--- src/rtl/dump_engine.sv ---
// dump_engine: reads a byte-memory range and streams it out as lowercase
// hex ASCII lines ("AA: DD DD ...\r\n") over a valid/ready character link.
module dump_engine #(
  parameter int BPL = 8
) (
  input  logic       clk,
  input  logic       rst_n,
  input  logic [7:0] adr_dat,
  input  logic       read_start_set,
  input  logic       read_end_set,
  input  logic       read_stop,
  output logic       dump_running,
  output logic       mem_ren,
  output logic [7:0] mem_radr,
  input  logic [7:0] mem_rdata,
  output logic [7:0] tx_data,
  output logic       tx_valid,
  input  logic       tx_ready
);

  typedef enum logic [3:0] {
    IDLE, ADRH, ADRL, COLON, RDREQ, RDWAIT, SP, DH, DL, CR, LF
  } state_t;

  localparam logic [3:0] CNT_LAST = 4'(BPL - 1);

  state_t     state;
  state_t     state_nxt;
  logic [7:0] start_adr;
  logic [7:0] end_adr;
  logic [7:0] cur_adr;
  logic [7:0] rd_data;
  logic [3:0] cnt;
  logic       stop_flag;

  logic       xfer;
  logic       stop_pend;
  logic       last_byte;
  logic       dump_end;
  logic       line_end;

  // Convert a nibble to its lowercase hex ASCII character.
  function automatic logic [7:0] hex_char(input logic [3:0] n);
    if (n < 4'd10) return 8'h30 + {4'h0, n};
    else           return 8'h57 + {4'h0, n};
  endfunction

  assign xfer      = tx_valid & tx_ready;
  // A stop arriving in the same cycle as a decision point counts immediately.
  assign stop_pend = stop_flag | read_stop;
  // ">=" rather than "==" so an end below start still stops after one byte.
  assign last_byte = (cur_adr >= end_adr);
  assign dump_end  = stop_pend | last_byte;
  assign line_end  = dump_end | (cnt == CNT_LAST);

  // State register.
  always_ff @(posedge clk or negedge rst_n) begin
    if (!rst_n) state <= IDLE;
    else        state <= state_nxt;
  end

  // Next-state logic: character states advance only on a transfer.
  always_comb begin
    state_nxt = state;
    case (state)
      IDLE:   if (read_end_set) state_nxt = ADRH;
      ADRH:   if (xfer) state_nxt = ADRL;
      ADRL:   if (xfer) state_nxt = COLON;
      COLON:  if (xfer) state_nxt = stop_pend ? CR : RDREQ;
      RDREQ:  state_nxt = RDWAIT;
      RDWAIT: state_nxt = SP;
      SP:     if (xfer) state_nxt = DH;
      DH:     if (xfer) state_nxt = DL;
      DL:     if (xfer) state_nxt = line_end ? CR : RDREQ;
      CR:     if (xfer) state_nxt = LF;
      LF:     if (xfer) state_nxt = dump_end ? IDLE : ADRH;
      default: state_nxt = IDLE;
    endcase
  end

  // Address range, byte cursor, per-line count and sticky stop request.
  always_ff @(posedge clk or negedge rst_n) begin
    if (!rst_n) begin
      start_adr <= 8'h00;
      end_adr   <= 8'h00;
      cur_adr   <= 8'h00;
      cnt       <= 4'h0;
      stop_flag <= 1'b0;
    end else begin
      if (state == IDLE) begin
        if (read_start_set) start_adr <= adr_dat;
        if (read_end_set) begin
          end_adr <= adr_dat;
          cur_adr <= start_adr;
          cnt     <= 4'h0;
        end
      end
      if (state == DL && xfer && !line_end) begin
        cur_adr <= cur_adr + 8'h01;
        cnt     <= cnt + 4'h1;
      end
      if (state == LF && xfer && !dump_end) begin
        cur_adr <= cur_adr + 8'h01;
        cnt     <= 4'h0;
      end
      if (state_nxt == IDLE)                 stop_flag <= 1'b0;
      else if (state != IDLE && read_stop)   stop_flag <= 1'b1;
    end
  end

  // Capture the memory byte one cycle after the read strobe.
  always_ff @(posedge clk) begin
    if (state == RDWAIT) rd_data <= mem_rdata;
  end

  // Output decode: the character presented depends only on state and held registers.
  always_comb begin
    tx_valid = 1'b0;
    tx_data  = 8'h00;
    mem_ren  = 1'b0;
    case (state)
      ADRH:  begin tx_valid = 1'b1; tx_data = hex_char(cur_adr[7:4]); end
      ADRL:  begin tx_valid = 1'b1; tx_data = hex_char(cur_adr[3:0]); end
      COLON: begin tx_valid = 1'b1; tx_data = 8'h3a; end
      RDREQ: mem_ren = 1'b1;
      SP:    begin tx_valid = 1'b1; tx_data = 8'h20; end
      DH:    begin tx_valid = 1'b1; tx_data = hex_char(rd_data[7:4]); end
      DL:    begin tx_valid = 1'b1; tx_data = hex_char(rd_data[3:0]); end
      CR:    begin tx_valid = 1'b1; tx_data = 8'h0d; end
      LF:    begin tx_valid = 1'b1; tx_data = 8'h0a; end
      default: ;
    endcase
  end

  assign dump_running = (state != IDLE);
  assign mem_radr     = cur_adr;

endmodule

--- config.mk ---
export PLATFORM = sky130hd
export DESIGN_NAME = dump_engine
export DESIGN_NICKNAME = d
export VERILOG_FILES = /design/src/rtl/dump_engine.sv
export SDC_FILE = /design/constraint.sdc
export NUM_CORES = 1
export LEC_CHECK = 0
export CORE_ASPECT_RATIO = 1.1
export CORE_MARGIN = 2
export CORE_UTILIZATION = 40
export DETAILED_ROUTE_END_ITERATION = 6
export PLACE_DENSITY_LB_ADDON = 0.1
export SYNTH_ARGS = -nofsm -noshare
export SYNTH_HDL_FRONTEND = slang
export SYNTH_SLANG_ARGS = --single-unit
--- constraint.sdc ---
create_clock -name clk -period 3.7 [get_ports clk]
set_input_delay 0.74 -clock clk [delete_from_list [all_inputs] [get_ports clk]]
set_output_delay 0.74 -clock clk [all_outputs]
set_load 0.05 [all_outputs]
==> flow_metrics.py <==
metrics = {
    "cts": {
        "htree_levels": 2,
        "clock_latency_ns": 0.29,
        "cts_tree": "built",
        "cts.reportedPaths.clkPinSlew_ns": 0.08,
        "cts_max_path_buffers": 2,
        "cts_root_buf": "clkbuf_8",
        "cts_resized": 0,
        "cts_setup_buffers": 0,
        "cts_sinks": 41,
        "cts_hold_buffers": 0,
        "cts_buffers": 5,
    },
    "sta": {
        "hold_violations": 0,
        "drv_slew": 0,
        "rsz0062_at_grt": "no",
        "final.min_clock_period_ns": 3.468,
        "period_share_pct": 93.72,
        "timing.setup.tns_ns": 0,
        "setup_violations": 0,
        "tightest_slew_ns": 0.7057,
        "timing.hold.ws_ns": 0.4904,
        "slew_headroom_pct": 52.78,
        "skew_ns": 0.004492,
        "fmax_mhz": 288.4,
    },
    "global_route": {
        "grt_max_degree": 34,
        "grt_use_total_pct": 18.42,
        "grt_overflow": 0,
        "antenna_found_initial": 0,
        "grt_pass1_wl_um": 11490,
        "first_global_vias": 2404,
    },
    "floorplan": {
        "die-area_um2": 7693,
        "die_h_um": 91.79,
        "start_util_pct": 40.70,
        "die_x_um": 83.81,
        "rows": 32,
        "core_area_um2": 6887,
        "num_io_pins": 41,
    },
    "synthesis": {
        "yosys-top-cells-area": "dfrtp_1, edfxtp_1, ha_1",
        "synth_top_area_share_pct": 29.46,
        "ys.flop_type": "dfrtp_1",
        "synth_top_area_cell": "dfrtp_1",
        "ys_ff_latch": 41,
        "netlist_top_cells_count": "nand2_1, dfrtp_1, inv_1, a21oi_1, o21ai_0",
        "synth_edf_count": 8,
        "ys_async_sr_fraction_pct": 80.49,
        "synth_nets": 345,
        "yosys_warnings": 0,
        "yosysMostFrequentCell": "nand2_1",
        "syn_inst": 308,
        "yosysUniqueCellTypes": 68,
        "yosysSeqAreaShare_pct": 38.04,
        "postSynthAreaPerCell_um2": 9.100,
        "syn_area_um2": 2803,
    },
    "place": {
        "dp_hpwl_um": 5121,
        "place_inst": 426,
        "portBuffers": 39,
        "place_congestion": 0.8455,
        "dpl_cell_area_um2": 3283,
    },
    "layout": {
        "area_growth_pct": 21.74,
        "layout.nets": 385,
        "layoutNonFillerInstCount": 434,
        "drive_gt1_share_pct": 13.18,
        "fin_area_um2": 3412,
        "num_antenna_cells": 0,
    },
    "route": {
        "ant_nets": 0,
        "vias": 2410,
        "drt_iter0_drc": 130,
        "viasPerCell": 5.553,
        "routed_wl_um": 6739,
        "drc_errors": 0,
        "post_drt_wl_per_cell_um": 15.53,
        "first_pass_iters": 4,
    },
    "job": {
        "maxCapViolCount": 0,
    },
    "setup_path": {
        "crit_fanout": 23,
        "crit_path_end_kind": "output pin",
        "critPathLaunchType": "flip-flop",
        "critical_path_class": "reg2out",
        "worst-endpoint-required_ns": 2.96,
        "cp-startpoint": "state[3]",
        "cp-endpoint": "tx_data[0]",
        "r2r_slack_ns": 1.17,
        "worstPathArrival_ns": 2.73,
        "timing.rr.start": "mem_radr[0]",
        "r2r_end": "mem_radr[6]",
        "r2r_cells": 8,
    },
    "power_and_ir_drop": {
        "power.density_nw_per_um2": 901.6,
        "leakagePower_nw": 1.421,
        "irDropWorstVdd_mv": 0.5389,
    },
    "min_path": {
        "min_path_type": "reg2reg",
    },
    "run_status": {
        "status": "finished clean",
    },
}
stage by stage:
step | power (mW) | utilization [%] | worst slack [ns]
after floorplan | 2.136 | - | 0.4587
after global placement | 2.675 | 47.67 | 0.5894
after detailed placement | 2.685 | 47.67 | 0.5617
after CTS | 3.097 | 49.55 | 0.2261
after global routing | 3.320 | 49.55 | 0.04274
final | 3.076 | 49.55 | 0.2322
how the worst min path moves through the flow:
stage | to | cells after the start | slack (ns) | start
finish | end_adr[0] | 2 | 0.49 | end_adr[0]
global route | end_adr[0] | 2 | 0.51 | end_adr[0]
CTS | end_adr[0] | 2 | 0.50 | end_adr[0]
detailed placement | end_adr[0] | 2 | 0.48 | end_adr[0]
global placement | end_adr[0] | 2 | 0.47 | end_adr[0]
floorplan | cnt[0] | 0 | 0.44 | rst_n
final cells by class:
class	instances	area (µm²)
Clock buffer	6	93.84
Clock inverter	2	35.03
Fill cell	671	3475
Inverter	27	101.3
Multi-Input combinational cell	226	1562
Sequential cell	41	1066
Tap cell	85	106.4
Timing Repair Buffer	47	447.9
flip-flops by register name, indices dropped and copies added, names as in the netlist:
name / count
stop_flag: 1
start_adr: 8
end_adr: 8
mem_radr: 8
cnt: 4
state: 4
rd_data: 8
critical path, stage by stage, from the launching register on:
cell and delay (ns):
dfrtp_1 0.78, nand3b_1 0.42, o22ai_1 0.24, a21oi_1 0.06, o31ai_1 0.08, clkdlybuf4s50_1 0.85
logic make-up (layout without fill, tap and decap cells):
| logic type | count (synthesis) | after routing | share of synthesized area, % |
|---|---|---|---|
| simple gates | 106 | 106 | 20.36 |
| compound gates | 87 | 87 | 22.14 |
| flops | 41 | 41 | 38.04 |
| buf+inv | 41 | 82 | 6.250 |
| fa+ha+maj | 15 | 15 | 6.696 |
| mux | 13 | 13 | 5.134 |
| xor+xnor | 4 | 4 | 1.250 |
| other cells | 1 | 1 | 0.1338 |
layer usage:
metal  global-route usage [%]  share of wire (%)  vias to the layer above
li1                         -                  -                     1201
met3                    3.420                4.0                        8
met1                    24.61                 48                     1157
met2                    30.47                 47                       44
met4                    5.511                1.3                        0
met5                        0                  0                        -
cell usage in the layout (no fill, tap or decap), types with 8 or more instances in the layout:
cell type	n
a21oi_1	19
buf_4	9
clkdlybuf4s50_1	38
dfrtp_1	33
edfxtp_1	8
ha_1	15
inv_1	27
mux2_2	11
nand2_1	36
nand3_1	8
nor2_1	14
o21ai_0	19
where the power goes:
| part | switching [mW] | internal [mW] | leakage, nW | total, mW |
|---|---|---|---|---|
| Sequential | 0.214 | 0.623 | 0.484 | 0.837 |
| Clock | 0.161 | 0.241 | 0.0663 | 0.402 |
| Combinational | 1.15 | 0.690 | 0.870 | 1.84 |
| Total | 1.52 | 1.55 | 1.42 | 3.08 |
(Power assumes the default switching activity.)
==> patch 1 (config.mk and constraints unchanged) <==
Change the parameter `BPL` from 8 to 4.
--- a/src/rtl/dump_engine.sv
+++ b/src/rtl/dump_engine.sv
@@ -3,3 +3,3 @@
 module dump_engine #(
-  parameter int BPL = 8
+  parameter int BPL = 4
 ) (
Formal check against the unedited RTL: same outputs for any inputs over 10 cycles, from zero or initial values and one cycle with rst_n low; that may be too few to reach the edited logic, so the function may still have changed.
==> patch 1 against the unedited design <==
Design area down 5.6%; synthesized cell count down 0.65%; clock power down 26%; sequential cell count unchanged; total power down 6.7%; worst setup slack worse by 0.063 ns; cell count down 1.4%; count of clock-buffer cells in the layout down 1; routed wire length down 0.74%; sequential share of layout area up 1.9 points; clock skew up 0.0019 ns; synthesized area down 5.2%; utilization down 0.14 points; critical endpoint is now tx_data[3]; largest cell class unchanged; largest power group unchanged; highest routed layer unchanged.
==> patch 1: results (changes against the unedited design) <==
count of mapped cells out of synthesis=306 (-0.65%); worst hold stages=2 (unchanged); Longest Clk Path Bufs=2 (unchanged); clk slew on worst S/H paths=0.09 ns; Placement Cell Area=3130 µm² (-4.6%); Worst R2R Start=mem_radr[6]$_DFFE_PN0P_; largest net degree at the start of global routing=34 (unchanged); origin of the worst min-delay path=start_adr[6]$_DFFE_PN0P_; Arr. time, crit path=2.79 ns (+0.06 ns); Syn Nets=343 (-0.58%); start point of the critical path=state[0]$_DFF_PN0_; transition time at the pin with the least slew margin=0.836 ns (+0.130 ns); total wire length=6690 µm (-0.74%); total placed cells including tap cells=420 (-1.4%); endpoint of the most critical register-to-register path=stop_flag$_DFFE_PN0P_; cells on worst reg2reg path=7 (-1); Final GP Congestion=0.853 (+0.89%); Leakage=1.36 nW (-4.6%); average via count per standard cell=5.45 (-1.9%); Synth cell types=56 (-18%); iteration count of the initial detailed-routing pass=4 (unchanged); number of port buffers=39 (unchanged); global-route wire length before repair=11000 µm (-4.3%); slowest stage cell, crit path=clkdlybuf4s50_1; number of cells upsized or downsized after cts=0 (unchanged); Total Routing Usage GR=19.8% (+1.4 points); proportion of layout cells with a drive suffix above 1=8.67% (-4.5 points); ys flop type=dfrtp_1; maximum fanout along the worst path=17 (-26%); kind of cell with the highest combined delay on the critical path=buffers and inverters; Fill cells=653 (-2.7%); DP Wirelength=4990 µm (-2.6%); capture endpoint of the worst hold path=mem_radr[6]$_DFFE_PN0P_; number of H-tree levels=2 (unchanged); Setup WS pre-CTS=0.390 ns (-0.171 ns); worst IR drop on VDD=516 µV (-4.3%); minimum clock period after layout=3.53 ns (+0.0635 ns); ranking of synthesized cells by area=dfrtp_1 31%, edfxtp_1 9.0%, ha_1 7.1%, o21ai_0 5.5%, nand2_1 4.7%; element type at the critical path start=flop; final-stage net count=382 (-0.78%); worst clock skew on the final layout=0.00641 ns (+0.00192 ns); internal cell power=1.41 mW (-9.1%); CTS buffer count=5 (unchanged); vias=2331 (-3.3%); outcome=finished clean; Iter 0 DRT Violations=140 (+7.7%); clock latency on the worst-skew pair=0.30 ns; CP endpoint=tx_data[3]; most instantiated cells after synthesis=33 x dfrtp_1, 33 x nand2_1, 29 x o21ai_0, 26 x inv_1, 23 x a21oi_1; FFs w/ async S/R, synth=80.5% (unchanged); vias in the first global route=2247 (-6.5%); register-to-register setup slack=1.13 ns (-0.04 ns); min-delay worst type=reg -> reg; post-route worst hold slack=0.494 ns (+0.00332 ns); Ys Warns=0 (unchanged); share of synthesized area occupied by flip-flops and latches=40.1% (+2.1 points); buffer cell driving the clock tree root=clkbuf_8
patch 1: cell count changes after synthesis, moves of 3 or more:
cell and change:
nand3_1 +6, nand4_1 -6, nor2b_1 +3, nor2_1 +6, nand2_1 -3, o21ai_0 +10, nand3b_1 -3, a21oi_1 +4
patch 1: final cells by class:
| cell class | count | area (µm²) | share of cell area (%) |
|---|---|---|---|
| tap | 82 | 103 | 3.19 |
| inverter | 26 | 97.6 | 3.03 |
| clock buffer | 5 | 68.8 | 2.14 |
| sequential | 41 | 1070 | 33.1 |
| multi-input combinational | 226 | 1430 | 44.4 |
| timing repair buffer | 45 | 438 | 13.6 |
| clock inverter | 3 | 17.5 | 0.544 |
patch 1: cells by family after synthesis:
group	after synthesis	synth area share, %
simple gates	101	18.4
compound gates	93	21.9
flops	41	40.1
buf+inv	39	6.12
fa+ha+maj	15	7.06
mux	12	4.94
xor+xnor	4	1.32
other cells	1	0.141
patch 1: power groups by stage:
stage	registers, mW	clock network [mW]	logic (mW)
final	0.809	0.296	1.76
after global routing	0.842	0.324	1.95
after CTS	0.806	0.310	1.78
after detailed placement	0.815	0	1.77
after global placement	0.806	0	1.78
after floorplan	0.873	0	1.17
patch 1: metal layers:
layer	up-vias	track usage, %	routed length (µm)
met1	1100	26.7	3120
met3	6	3.94	306
met5	-	0	0
met2	51	32.5	3180
met4	0	5.61	78
li1	1174	-	-
patch 1: worst register-to-register path: cells and delay by family, from the launching register on:
kind                     cells  cell delay (ns)
adder cells (fa/ha/maj)      1             0.35
AND/OR/NAND/NOR              1             0.07
AO/OA/AOI/OAI                5             1.52
flip-flops                   1             0.50
==> patch 2 (same flow settings) <==
Made on the original files. Make the reset (`rst_n`) synchronous in 2 clocked blocks.
--- a/src/rtl/dump_engine.sv
+++ b/src/rtl/dump_engine.sv
@@ -56,3 +56,3 @@
   // State register.
-  always_ff @(posedge clk or negedge rst_n) begin
+  always_ff @(posedge clk) begin
     if (!rst_n) state <= IDLE;
@@ -81,3 +81,3 @@
   // Address range, byte cursor, per-line count and sticky stop request.
-  always_ff @(posedge clk or negedge rst_n) begin
+  always_ff @(posedge clk) begin
     if (!rst_n) begin
Formal check against the unedited RTL: differs if rst_n is asserted again (counterexample within 4 cycles, from zero or initial values and one cycle with rst_n low); with rst_n held inactive, the same outputs for 10 cycles.
==> patch 2 against the unedited design <==
Die area is 2.5% lower; sequential cell count stayed put; largest cell class unchanged; routed wire length is 2.0% higher; hold slack worse by 0.022 ns; first-iteration DRC count is 13% higher; design area is 4.8% lower; synthesized area is 2.6% lower; worst setup slack better by 0.048 ns.
Power is not compared: it rests on default switching activity, and its combinational part moved more than twofold at a synthesized area within 25%.
==> patch 2: results (changes against the unedited design) <==
outcome=finished clean; worst clock skew on the final layout=0.00671 ns (+0.00222 ns); final-stage net count=410 (+6.5%); Final GP Congestion=0.827 (-2.2%); largest net degree at the start of global routing=31 (-8.8%); number of antenna violations at the first check in global routing=0 (unchanged); clk slew on worst S/H paths=0.08 ns (about the same); Post-synth EDFFs=8 (unchanged); total wire length=6870 µm (+2.0%); Worst R2R Start=mem_radr[2]$_SDFFE_PN0P_; Ys Warns=0 (unchanged); number of port buffers=39 (unchanged); share of synthesized area occupied by flip-flops and latches=33.0% (-5.0 points); start point of the critical path=state[0]$_SDFF_PN0_; total setup buffers inserted after CTS=0 (unchanged); maximum fanout along the worst path=11 (-52%); origin of the worst min-delay path=end_adr[3]$_SDFFE_PN0P_; remaining max-slew budget at the tightest pin=36.6% (-16 points); FFs w/ async S/R, synth=0% (-80 points); Total Routing Usage GR=19.7% (+1.3 points); Iter 0 DRT Violations=147 (+13%); share of cell area taken by muxes after synthesis=1.10% (-4.0 points); ranking of synthesized cells by area=dfxtp_1 24%, edfxtp_1 8.8%, nand2_1 7.0%, ha_1 6.9%, a21boi_0 5.2%; Syn Nets=381 (+10%); share of synthesized cell area in full adder, half adder and majority cells=6.87% (+0.18 points); CTS buffer count=5 (unchanged); number of H-tree levels=2 (unchanged); area fraction in compound gates after synthesis=25.5% (+3.3 points); vias=2502 (+3.8%); Arr. time, crit path=2.68 ns (-0.05 ns); vias in the first global route=2417 (+0.54%); GRT met1 Usage=27.1% (+2.4 points); DP Wirelength=5160 µm (+0.82%); xor/xnor share of the synthesized area=2.57% (+1.3 points); met3 track demand over resource=3.60% (+0.18 points); proportion of layout cells with a drive suffix above 1=6.43% (-6.7 points); most instantiated cells after synthesis=51 x nand2_1, 33 x dfxtp_1, 25 x inv_1, 19 x a21boi_0, 18 x o21ai_0; global-route wire length before repair=11600 µm (+0.66%); met2 usage in global routing=31.8% (+1.3 points); register-to-register setup slack=1.19 ns (+0.02 ns); Synth cell types=58 (-15%)
-- patch 2: power by group --
| part | internal (mW) | switching [mW] |
|---|---|---|
| Sequential | 0.475 | 0.0246 |
| Clock | 0.148 | 0.149 |
| Combinational | 0.102 | 0.165 |
-- patch 2: routing by layer --
metal,vias up,share of wire (%)
met2,49,47
met1,1170,48
met4,0,0.79
met5,-,0
met3,4,4.0
li1,1279,-
-- patch 2: cell families (layout without fill, tap and decap cells) --
group | Yosys count | in the layout
AND/OR/NAND/NOR | 126 | 126
adder cells (fa/ha/maj) | 15 | 15
flip-flops | 41 | 41
buffers and inverters | 49 | 78
multiplexers | 3 | 3
XOR/XNOR | 8 | 8
AO/OA/AOI/OAI | 101 | 101
other | 1 | 1
-- patch 2: cell type report --
class,instances,area (µm²)
clock buffers,7,86.3
multi-input cells,254,1630
inverters,25,93.8
flip-flops and latches,41,901
repair buffers,46,438
well taps,82,103
fillers,694,3340
-- patch 2: path summary, 6_finish.rpt --
check	to	depth (start not counted)
worst min-delay path	end_adr[3]$_SDFFE_PN0P_	2
worst min register to register	end_adr[3]$_SDFFE_PN0P_	2
worst max register to register	mem_radr[6]$_SDFFE_PN0P_	7
worst max-delay path	tx_data[4]	5
-- patch 2: metrics by stage --
stage,area (µm²),util (%),hold slack (ns),cells,setup slack (ns)
floorplan,2730,-,0.443,344,0.0613
finish,3250,49.3,0.468,455,0.280
detailed placement,3160,48.0,0.462,448,0.604
global route,3250,49.3,0.494,455,0.125
CTS,3250,49.3,0.473,455,0.271
global placement,3160,48.0,0.458,448,0.638
-- patch 2: worst max-delay path, stage by stage (launching register included) --
cell and delay (ns):
dfxtp_1 0.43, or4b_2 0.78, a21oi_1 0.17, a21oi_1 0.06, o211ai_1 0.12, clkdlybuf4s50_1 0.83
